## src/rtl/btb_update_queue.sv

```systemverilog
`timescale 1ns/1ps
// Purpose: queues resolved-branch records from execute and drains them into the BTB/predictor write port.
// Latency: a record enqueued into an empty queue is presented on btb_w_en in the cycle after its accept edge.
// Backpressure: upd_ready drops while all DEPTH entries are occupied; a head entry is held until btb_w_ack.
//
// Ports:
//   clk, rst                        clock, asynchronous active-high reset
//   upd_valid/upd_ready             record handshake from execute (upd_pc, upd_target, upd_taken, upd_mispred)
//   btb_w_en/btb_w_ack              write request to the BTB, popped on en && ack
//   btb_w_addr/btb_tag/btb_target/btb_taken   head record fields (index pc[11:2], tag pc[31:12])
//   q_count                         current occupancy
//   stat_branches/stat_mispred      event counters, present only when BP_STATS_EN is defined (else tied to 0)
module btb_update_queue #(
  parameter int DEPTH = 4
) (
  input  logic                     clk,
  input  logic                     rst,
  input  logic                     upd_valid,
  output logic                     upd_ready,
  input  logic [31:0]              upd_pc,
  input  logic [31:0]              upd_target,
  input  logic                     upd_taken,
  input  logic                     upd_mispred,
  output logic                     btb_w_en,
  input  logic                     btb_w_ack,
  output logic [9:0]               btb_w_addr,
  output logic [19:0]              btb_tag,
  output logic [31:0]              btb_target,
  output logic                     btb_taken,
  output logic [$clog2(DEPTH):0]   q_count,
  output logic [31:0]              stat_branches,
  output logic [31:0]              stat_mispred
);

  localparam int AW = $clog2(DEPTH);
  localparam int CW = AW + 1;

  typedef struct packed {
    logic [9:0]  addr;
    logic [19:0] tag;
    logic [31:0] target;
    logic        taken;
  } ent_t;

  typedef enum logic {IDLE, ISSUE} state_t;

  state_t          state_q, state_d;
  ent_t            mem [DEPTH];
  ent_t            in_ent;
  ent_t            head_q;
  logic [AW-1:0]   wr_ptr, rd_ptr, rd_next;
  logic            accept, enq, pop;

  // Word-offset bits of the PC never reach the BTB.
  logic            unused_pc_lsb;
  assign unused_pc_lsb = ^upd_pc[1:0];

  assign in_ent  = '{addr: upd_pc[11:2], tag: upd_pc[31:12], target: upd_target, taken: upd_taken};
  assign rd_next = rd_ptr + AW'(1);

  assign upd_ready = (q_count != CW'(DEPTH));
  assign accept    = upd_valid && upd_ready;
  // Not-taken, correctly predicted branches need no BTB change.
  assign enq       = accept && (upd_taken || upd_mispred);
  assign pop       = btb_w_en && btb_w_ack;

  assign btb_w_en   = (state_q == ISSUE);
  assign btb_w_addr = head_q.addr;
  assign btb_tag    = head_q.tag;
  assign btb_target = head_q.target;
  assign btb_taken  = head_q.taken;

  // Storage is not reset; only entries behind wr_ptr are ever read.
  always_ff @(posedge clk) begin
    if (enq) mem[wr_ptr] <= in_ent;
  end

  // The head is kept in its own register so the outputs are zero out of reset
  // and keep their last value once the queue empties. Its next value is either
  // the incoming record (queue empty or about to empty) or the entry behind the
  // one being popped.
  always_ff @(posedge clk or posedge rst) begin
    if (rst) begin
      wr_ptr  <= '0;
      rd_ptr  <= '0;
      q_count <= '0;
      head_q  <= '0;
    end else begin
      if (enq) wr_ptr <= wr_ptr + AW'(1);
      if (pop) rd_ptr <= rd_next;
      case ({enq, pop})
        2'b10:   q_count <= q_count + CW'(1);
        2'b01:   q_count <= q_count - CW'(1);
        default: q_count <= q_count;
      endcase
      if (enq && (q_count == '0 || (pop && q_count == CW'(1))))
        head_q <= in_ent;
      else if (pop && q_count > CW'(1))
        head_q <= mem[rd_next];
    end
  end

  always_ff @(posedge clk or posedge rst) begin
    if (rst) state_q <= IDLE;
    else     state_q <= state_d;
  end

  always_comb begin
    state_d = state_q;
    case (state_q)
      IDLE:  if (enq) state_d = ISSUE;
      ISSUE: if (pop && q_count == CW'(1) && !enq) state_d = IDLE;
      default: state_d = IDLE;
    endcase
  end

`ifdef BP_STATS_EN
  always_ff @(posedge clk or posedge rst) begin
    if (rst) begin
      stat_branches <= '0;
      stat_mispred  <= '0;
    end else if (accept) begin
      stat_branches <= stat_branches + 32'd1;
      if (upd_mispred) stat_mispred <= stat_mispred + 32'd1;
    end
  end
`else
  assign stat_branches = '0;
  assign stat_mispred  = '0;
`endif

endmodule

```

## config.mk

```make
export PLATFORM = sky130hd
export DESIGN_NAME = btb_update_queue
export DESIGN_NICKNAME = d
export VERILOG_FILES = /design/src/rtl/btb_update_queue.sv
export SDC_FILE = /design/constraint.sdc
export NUM_CORES = 1
export LEC_CHECK = 0
export CORE_ASPECT_RATIO = 0.6
export CORE_MARGIN = 5
export CORE_UTILIZATION = 29
export DETAILED_ROUTE_END_ITERATION = 16
export GPL_ROUTABILITY_DRIVEN = 0
export PLACE_DENSITY = 0.55
export RECOVER_POWER = 25
export SYNTH_ARGS = -nofsm -noshare
export SYNTH_HDL_FRONTEND = slang
export SYNTH_SLANG_ARGS = --single-unit
```

## constraint.sdc

```tcl
create_clock -name clk -period 3.9 [get_ports clk]
set_input_delay 0.39 -clock clk [delete_from_list [all_inputs] [get_ports clk]]
set_output_delay 0.39 -clock clk [all_outputs]
set_load 0.03 [all_outputs]
```

Word-level counts from Yosys, hierarchy flattened
Memory sizes are Yosys's and may differ from the RTL's. Index checks and enable logic that the tools add are counted. W data, S select, Z words.

Add/subtract/negate cells: 4. Equal/unequal tests: 4. Mux-type cells: 7. Magnitude comparators: 1. Reductions and logical operators: 13. Bitwise gates (word level): 1.

Operators with widths (number): $mux W63 (2); $logic_and A1 B1 Y1 (7); $pmux W3 S2 (1); $add A2 B1 Y2 const B (2); $reduce_bool A2 Y1 (2); $add A3 B1 Y3 const B (1); $eq A3 B1 Y1 const B (1); $gt A3 B1 Y1 const B (1); $logic_not A3 Y1 (1); $mux W1 (3); $ne A3 B3 Y1 const B (1); $sub A3 B1 Y3 const B (1); $eq A2 B1 Y1 const B (1); $eq A2 B2 Y1 const B (1); $logic_or A1 B1 Y1 (2); $pmux W1 S2 (1); $logic_not A1 Y1 (1); $not A1 Y1 (1).

Memories kept: 1. Register bits: 71. Output and inout port bits: 132. Word-level logic and storage cells: 39. RAM bits: 252. Input port bits: 70.

Memories: mem (words 4, width 63, rd ports 1, clocked after Yosys merged registers in 0, wr ports 1, RTL line 48) `ent_t mem [DEPTH];`.

Logic depth before layout (Yosys ltp)
Gate-level depths: netlist of run 1.

Depth after elaboration: 7. Depth in mapped cells: 11. Mapped depth without buffers: 9.

Worst setup path before layout of run 1
OpenSTA, ideal clock, no wires.

Kind: register -> register. Start point: register q_count[0]. End point: memory mem[0][0] (netlist name), enable pin. Library setup time: 0.428 ns. Data required time: 3.472 ns. Path buffers: 0. Period minus slack after synthesis: 3.277 ns. Slack: 0.623 ns. Arrival time: 2.849 ns. Cell stages (with the launch flop): 5. Cells stage by stage: dfrtp_1 > inv_1 > ha_1 > a2bb2oi_1 > and3_1.

Longest elaborated chain between the ends: 5.

Ends and longest elaborated chain: start: declaration (RTL line 30) `output logic [$clog2(DEPTH):0] q_count,`; start signal: assignment (RTL line 92) `2'b10: q_count <= q_count + CW'(1);`; start signal: assignment (RTL line 93) `2'b01: q_count <= q_count - CW'(1);`; start signal: assignment (RTL line 94) `default: q_count <= q_count;`; $ne A3 B3 Y1 (RTL line 61) `assign upd_ready = (q_count != CW'(DEPTH));`; $logic_and A1 B1 Y1 (RTL line 62) `assign accept = upd_valid && upd_ready;`; $logic_and A1 B1 Y1 (RTL line 64) `assign enq = accept && (upd_taken || upd_mispred);`; $mux W1 (RTL line 75) `if (enq) mem[wr_ptr] <= in_ent;`; $mux W1 (implied by the code) (RTL line 75); end: declaration (RTL line 48).

No other way between the ends.

Worst setup path in the final report of run 1
Start point: register q_count[1]. End point: register head_q (netlist bit btb_target[2]).

Longest elaborated chain between the ends: 5. Elaborated cells between the ends (all ways): 12. Those cells by class: order compare: 1; eq/ne: 2; mux: 1; reduce/logical: 8.

Ends and longest elaborated chain: parallel branches: the longest is 5 deep, another holds $gt A3 B1 Y1; end signal: assignment (RTL line 97) `head_q <= in_ent;`; end signal: assignment (RTL line 99) `head_q <= mem[rd_next];`; end: declaration (RTL line 50) `ent_t head_q;`.

Several ways; the timed one is not identified. A chain may end at the register's enable or synchronous reset.

==> results of run 1 <==
-- flip-flops by register name (all words and copies together) (netlist names) --
register    cells
mem           252
btb_taken       1
rd_ptr          2
q_count         3
btb_tag        20
wr_ptr          2
btb_target     32
btb_w_en        1
btb_w_addr     10
-- layer usage --
layer | vias to the layer above | global-route usage (%) | share of wire (%)
li1 | 3612 | - | -
met5 | - | 0 | 0.094
met3 | 59 | 3.79 | 7.0
met4 | 6 | 3.14 | 1.6
met1 | 4498 | 20.8 | 44
met2 | 339 | 23.7 | 47
-- stage by stage --
stage | setup slack (ns) | hold slack, ns | util [%] | std cells | cell area (um^2)
2_1_floorplan | 0.623 | 0.489 | - | 902 | 14300
3_3_place_gp | 0.985 | 0.555 | 32.9 | 1552 | 15800
3_5_place_dp | 0.926 | 0.555 | 32.9 | 1552 | 15800
4_1_cts | 1.01 | 0.250 | 35.2 | 1616 | 16900
5_1_grt | 0.762 | 0.272 | 35.2 | 1617 | 16900
6_report | 0.991 | 0.245 | 35.2 | 1617 | 16900
-- power by group through the flow --
stage / logic [mW] / registers, mW / clock network, mW
final: 5.44 / 5.21 / 3.21
after global routing: 5.81 / 5.32 / 3.45
after CTS: 5.50 / 5.24 / 3.32
after detailed placement: 5.49 / 5.30 / 0
after global placement: 5.45 / 5.29 / 0
after floorplan: 3.12 / 5.63 / 0
-- worst max-delay path, delay by kind of cell, from the launching register on --
kind	cells	cell delay, ns
AOI/OAI and AO/OA	2	0.61
DFF	1	0.47
adders and majority gates	1	0.27
buffers and inverters	2	0.68
and+or+nand+nor	1	0.69
-- cells by family (layout without fill, tap and decap cells) --
| logic type | Yosys count | count (layout) | synth area share, % |
|---|---|---|---|
| AOI/OAI and AO/OA | 259 | 259 | 13.9 |
| xor gates and xnor gates | 6 | 6 | 0.374 |
| adders and majority gates | 9 | 9 | 0.802 |
| buffers and inverters | 163 | 237 | 7.40 |
| DFF | 323 | 323 | 66.6 |
| muxes | 64 | 64 | 10.2 |
| other | 1 | 65 | 0.0267 |
| and+or+nand+nor | 14 | 14 | 0.722 |
-- worst paths after layout --
kind / endpoint / cells after the start / from / slack (ns)
max in group asynchronous: btb_target[16]$_DFFE_PP0P_ / 3 / rst / 2.82
max reg2reg: btb_target[2]$_DFFE_PP0P_ / 6 / q_count[1]$_DFFE_PP0P_ / 0.99
min: rd_ptr[1]$_DFFE_PP0P_ / 2 / rst / 0.24
min reg2reg: btb_target[21]$_DFFE_PP0P_ / 2 / btb_target[21]$_DFFE_PP0P_ / 0.56
max: btb_target[2]$_DFFE_PP0P_ / 6 / q_count[1]$_DFFE_PP0P_ / 0.99
min in group clk: mem[2][29]$_DFFE_PP_ / 1 / upd_target[28] / 0.56
-- cell type report --
cell class	count	area, um^2
Clock inverter	18	134
Multi-Input combinational cell	416	3940
Timing Repair Buffer	164	1620
Fill cell	4543	31000
Inverter	9	36.3
Sequential cell	323	9360
Antenna cell	1	2.50
Clock buffer	46	967
Tap cell	640	801
-- cell usage in the layout (no fill, tap or decap), drive strengths merged --
| cell | count |
|---|---|
| o21ba | 1 |
| a2111oi | 63 |
| mux2i | 1 |
| a211o | 1 |
| nor2 | 2 |
| conb | 64 |
| buf | 29 |
| a2bb2oi | 1 |
| a21o | 1 |
| clkinv | 12 |
| a31oi | 63 |
| mux4 | 63 |
| diode | 1 |
| inv | 13 |
| o2bb2ai | 1 |
| edfxtp | 252 |
| xor2 | 1 |
| o21ai | 2 |
| nand3 | 1 |
| ha | 9 |
| xnor2 | 5 |
| clkdlybuf4s50 | 87 |
| and3 | 4 |
| nor3 | 1 |
| clkinvlp | 1 |
| nand4b | 1 |
| o31ai | 63 |
| dfrtp | 71 |
| bufinv | 1 |
| dlygate4sd3 | 48 |
| nor2b | 1 |
| clkbuf | 46 |
| nand2 | 4 |
| o211ai | 63 |
==> results.sh, run 1 <==
export IMPL_run_status="finished clean"
export IMPL_die_w_um=294
export IMPL_p_sw_share_pct=38.4
export IMPL_crit_path_max_incr_delay_ns=0.69
export IMPL_synth_top_cells_by_area="edfxtp_1, dfrtp_1, mux4_2, a2111oi_0, buf_4"
export IMPL_yosysTopAreaCellShare_pct=53.9
export IMPL_skew_ns=0.0183
export IMPL_cts_htree_levels=2
export IMPL_post_synth_top_count_cell="edfxtp_1"
export IMPL_grt_total_usage_pct=14.9
export IMPL_drive_above_1_share_pct=17.2
export IMPL_syn_to_final_growth_pct=20.1
export IMPL_fin_crit_sh_pct=74.6
export IMPL_clock_latency_ns=0.53
export IMPL_synth_cells=839
export IMPL_vias=8514
export IMPL_cts_buffers=35
export IMPL_grt_ovfl_total=0
export IMPL_power_internal_mw=8.54
export IMPL_num_rows=62
export IMPL_drc=0
export IMPL_cts_hold_buffers=0
export IMPL_pwr_share_clk_pct=23.2
export IMPL_setup_tns_ns=0
export IMPL_synth_top_flop_cell="edfxtp_1"
export IMPL_grt_start_max_net_pins=65
export IMPL_antenna_left=0
export IMPL_drv_cap=0
export IMPL_wl_per_cell_um=24.9
export IMPL_cts_sinks=323
export IMPL_ctsLongestPathBuffers=3
export IMPL_worst_pin_slew_ns=0.944
export IMPL_synth_top_cell_by_area="edfxtp_1"
export IMPL_p_sw_mw=5.33
export IMPL_power_total_mw=13.9
export IMPL_hp_class="in2async"
export IMPL_fin_nets=1028
export IMPL_synth_common_cells="edfxtp_1, dfrtp_1, buf_4"
export IMPL_postCtsResizedCells=0
export IMPL_wl_um=40300
export IMPL_timing_hold_violations_final=0
export IMPL_ys_ff_latch=323
export IMPL_power_leakage_nw=5.50
export IMPL_fmax_ghz=0.344
export IMPL_cts_root_buf="clkbuf_16"
export IMPL_arrival_ns=3.29
export IMPL_rsz0062_at_grt="false"
export IMPL_grt_pass1_vias=9152
export IMPL_netlist_cell_type_count=33
export IMPL_die_h_um=180
export IMPL_max_slew_margin_rel_pct=37.1
export IMPL_cp_start_kind="flop"
export IMPL_post_cts_buffers=0
export IMPL_grt_pass1_wl_um=60400
export IMPL_port_buffers=135
export IMPL_ys_seq_area_share_pct=66.6
export IMPL_synth_enable_flop_cells=252
export IMPL_setup_viol=0
export IMPL_ios=202
export IMPL_hpwl_um=23000
export IMPL_antenna_found_initial=5
export IMPL_powerDensity_nw_per_um2=823
export IMPL_synth_area_per_cell_um2=16.7
export IMPL_syn_area_um2=14000
export IMPL_pwr_share_comb_pct=39.2
export IMPL_critPathSlowestCell="nand4b_4"
export IMPL_fp_coreArea_um2=47900
export IMPL_clkTransAtPathRegs_ns=0.06
export IMPL_drv_slew=0
export IMPL_dr_pass1_iters=4
export IMPL_start_util_pct=29.3
export IMPL_ir_drop_v=0.000359
export IMPL_crit_type="reg2reg"
export IMPL_async_flop_share_pct=22.0
export IMPL_path_cells="inv_1 -> ha_1 -> nand4b_4 -> buf_4 -> a2111oi_0 -> a31oi_1"
export IMPL_die_area_um2=53000
export IMPL_drt_first_iter_violations=598
export IMPL_viasPerCell=5.27
export IMPL_worstSetupEndpointType="flop"
export IMPL_timing_final_crit_period_ns=2.91
export IMPL_ys_warn_count=0
export IMPL_crit_fanout=40
export IMPL_p_seq_share_pct=37.6
export IMPL_required_ns=4.28
export IMPL_cts_tree="built"
Power figures use the tool's default switching activity.
==> run 2: changes to the inputs <==
- PLACE_DENSITY: 0.55 -> 0.57
- clock period: 3.9 -> 2.4 ns (I/O delays scaled with it)
==> run 2 against run 1 <==
Against the previous run: register-to-register slack worse by 0.63 ns; count of clock-buffer cells in the layout down 2; clock power up 66%; core utilization up 0.86 points; routed wire length about the same; first-iteration DRC count up 0.67%; largest power group unchanged; global-route usage about the same; non-clock buffer count up 19; setup slack worse by 0.89 ns; design area up 2.4%; highest routed layer unchanged; critical path type is now reg2out.
==> results.sh, run 2 (synthesized netlist as in run 1, its figures left out) <==
export IMPL_hpwl_um=23500
export IMPL_drt_first_iter_violations=602
export IMPL_ir_drop_v=0.000644
export IMPL_worstSetupEndpointType="primary output"
export IMPL_num_rows=62
export IMPL_wl_um=40300
export IMPL_max_slew_margin_rel_pct=52.7
export IMPL_viasPerCell=5.25
export IMPL_crit_type="reg2out"
export IMPL_r2r_start="q_count[0]$_DFFE_PP0P_"
export IMPL_hp_class="in2reg"
export IMPL_post_route_util_pct=36.1
export IMPL_run_status="finished clean"
export IMPL_drc=0
export IMPL_port_buffers=135
export IMPL_fin_nets=1046
export IMPL_cts_buffers=34
export IMPL_cts_tree="built"
export IMPL_die_area_um2=53000
export IMPL_cts_sinks=323
export IMPL_min_from="upd_pc[31]"
export IMPL_final_cell_mix="edfxtp_1, clkdlybuf4s50_1, dfrtp_1"
export IMPL_endpoint="upd_ready"
export IMPL_wl_per_cell_um=24.7
export IMPL_setup_tns_ns=0
export IMPL_cts_root_buf="clkbuf_16"
export IMPL_busiest_layer="met2"
export IMPL_start_util_pct=29.3
export IMPL_vias=8571
export IMPL_rr_endpoint="btb_target[2]$_DFFE_PP0P_"
export IMPL_path_cells="inv_1 -> ha_1 -> nand2_1 -> clkdlybuf4s50_1"
export IMPL_ios=202
export IMPL_largest_reg_flops=252
export IMPL_skew_ns=0.0250
export IMPL_layout_commonest_cell="edfxtp_1"
export IMPL_cp_startpoint="q_count[0]$_DFFE_PP0P_"
export IMPL_setup_viol=0
export IMPL_required_ns=2.16
export IMPL_use_met3_pct=3.62
export IMPL_r2r_slack_ns=0.36
export IMPL_clock_latency_ns=0.53
export IMPL_fin_crit_sh_pct=96.0
export IMPL_drv_cap=0
export IMPL_power_leakage_nw=5.65
export IMPL_holdWs_ns=0.431
export IMPL_powerDensity_nw_per_um2=1340
export IMPL_timing_final_crit_period_ns=2.30
export IMPL_cp_start_kind="flop"
export IMPL_timing_hold_violations_final=0
export IMPL_drv_slew=0
export IMPL_ctsLongestPathBuffers=3
export IMPL_cts_htree_levels=2
export IMPL_die_h_um=180
export IMPL_gr_usage_met1_pct=21.1
export IMPL_grt_pass1_wl_um=60200
export IMPL_die_w_um=294
export IMPL_crit_path_max_incr_delay_ns=0.68
export IMPL_fmax_ghz=0.434
export IMPL_grt_start_max_net_pins=52
export IMPL_antenna_left=0
export IMPL_rsz0062_at_grt="false"
export IMPL_use_met2_pct=23.2
export IMPL_grt_total_usage_pct=14.9
export IMPL_clkTransAtPathRegs_ns=0.07
export IMPL_syn_to_final_growth_pct=23.0
export IMPL_grt_pass1_vias=9009
export IMPL_grt_ovfl_total=0
export IMPL_antenna_found_initial=6
export IMPL_dr_pass1_iters=5
export IMPL_arrival_ns=2.06
export IMPL_reg2reg_depth=6
export IMPL_drive_above_1_share_pct=18.3
export IMPL_worst_pin_slew_ns=0.709
export IMPL_crit_fanout=4
export IMPL_fp_coreArea_um2=47900
export IMPL_critPathSlowestCell="clkdlybuf4s50_1"
export IMPL_top_register="mem"
[run 2: cell count changes in the layout (fill, tap and decap cells not counted), sizes merged]
cell         change
clkinv           -4
dlygate4sd2      +1
clkinvlp         +4
inv              -3
diode            +1
buf             +18
clkbuf           -2
bufinv           +2
[run 2: layout make-up]
type	instances	area [um^2]
Tap cell	640	801
Fill cell	4454	30600
Clock inverter	17	184
Clock buffer	44	940
Inverter	9	36.3
Sequential cell	323	9360
Multi-Input combinational cell	416	3940
Timing Repair Buffer	183	2000
Antenna cell	2	5.00
[run 2: how the worst min path moves through the flow]
stage | endpoint | depth (start not counted)
floorplan | mem[0][0]$_DFFE_PP_ | 0
detailed placement | btb_tag[1]$_DFFE_PP0P_ | 2
CTS | mem[1][11]$_DFFE_PP_ | 1
finish | mem[1][52]$_DFFE_PP_ | 1
global route | mem[0][44]$_DFFE_PP_ | 1
global placement | btb_tag[1]$_DFFE_PP0P_ | 2
[run 2: where the power goes]
group	internal, mW	leakage (nW)	switching [mW]
combinational	3.90	1.99	5.84
sequential	7.43	3.13	0.719
clock	3.11	0.535	2.22
total	14.4	5.65	8.77
[run 2: worst max-delay path: cells and delay by family, from the launching register on]
kind	cells	cell delay (ns)
adders and majority gates	1	0.28
buffers and inverters	2	0.76
DFF	1	0.39
and+or+nand+nor	1	0.10
[run 2: per-stage QoR]
stage / total power [mW] / std cells / worst slack [ns] / instance area, um^2
2_1_floorplan: 14.2 / 902 / -0.182 / 14300
3_3_place_gp: 17.9 / 1569 / 0.241 / 16100
3_5_place_dp: 18.0 / 1569 / 0.250 / 16100
4_1_cts: 23.5 / 1632 / 0.0607 / 17300
5_1_grt: 24.4 / 1634 / 0.0340 / 17300
6_report: 23.2 / 1634 / 0.0958 / 17300
[run 2: metal layers]
metal | share of wire, % | vias up
met5 | 0.055 | -
met4 | 1.9 | 4
met3 | 7.4 | 60
met2 | 46 | 384
met1 | 44 | 4477
li1 | - | 3646
[run 2: what timing repair did]
item                       in CTS  in global routing
setup endpoints to repair       1                  0
hold buffers                    1                  0
hold endpoints to repair        5                  0
buffers inserted                1                  0
gates resized for setup         1                  0
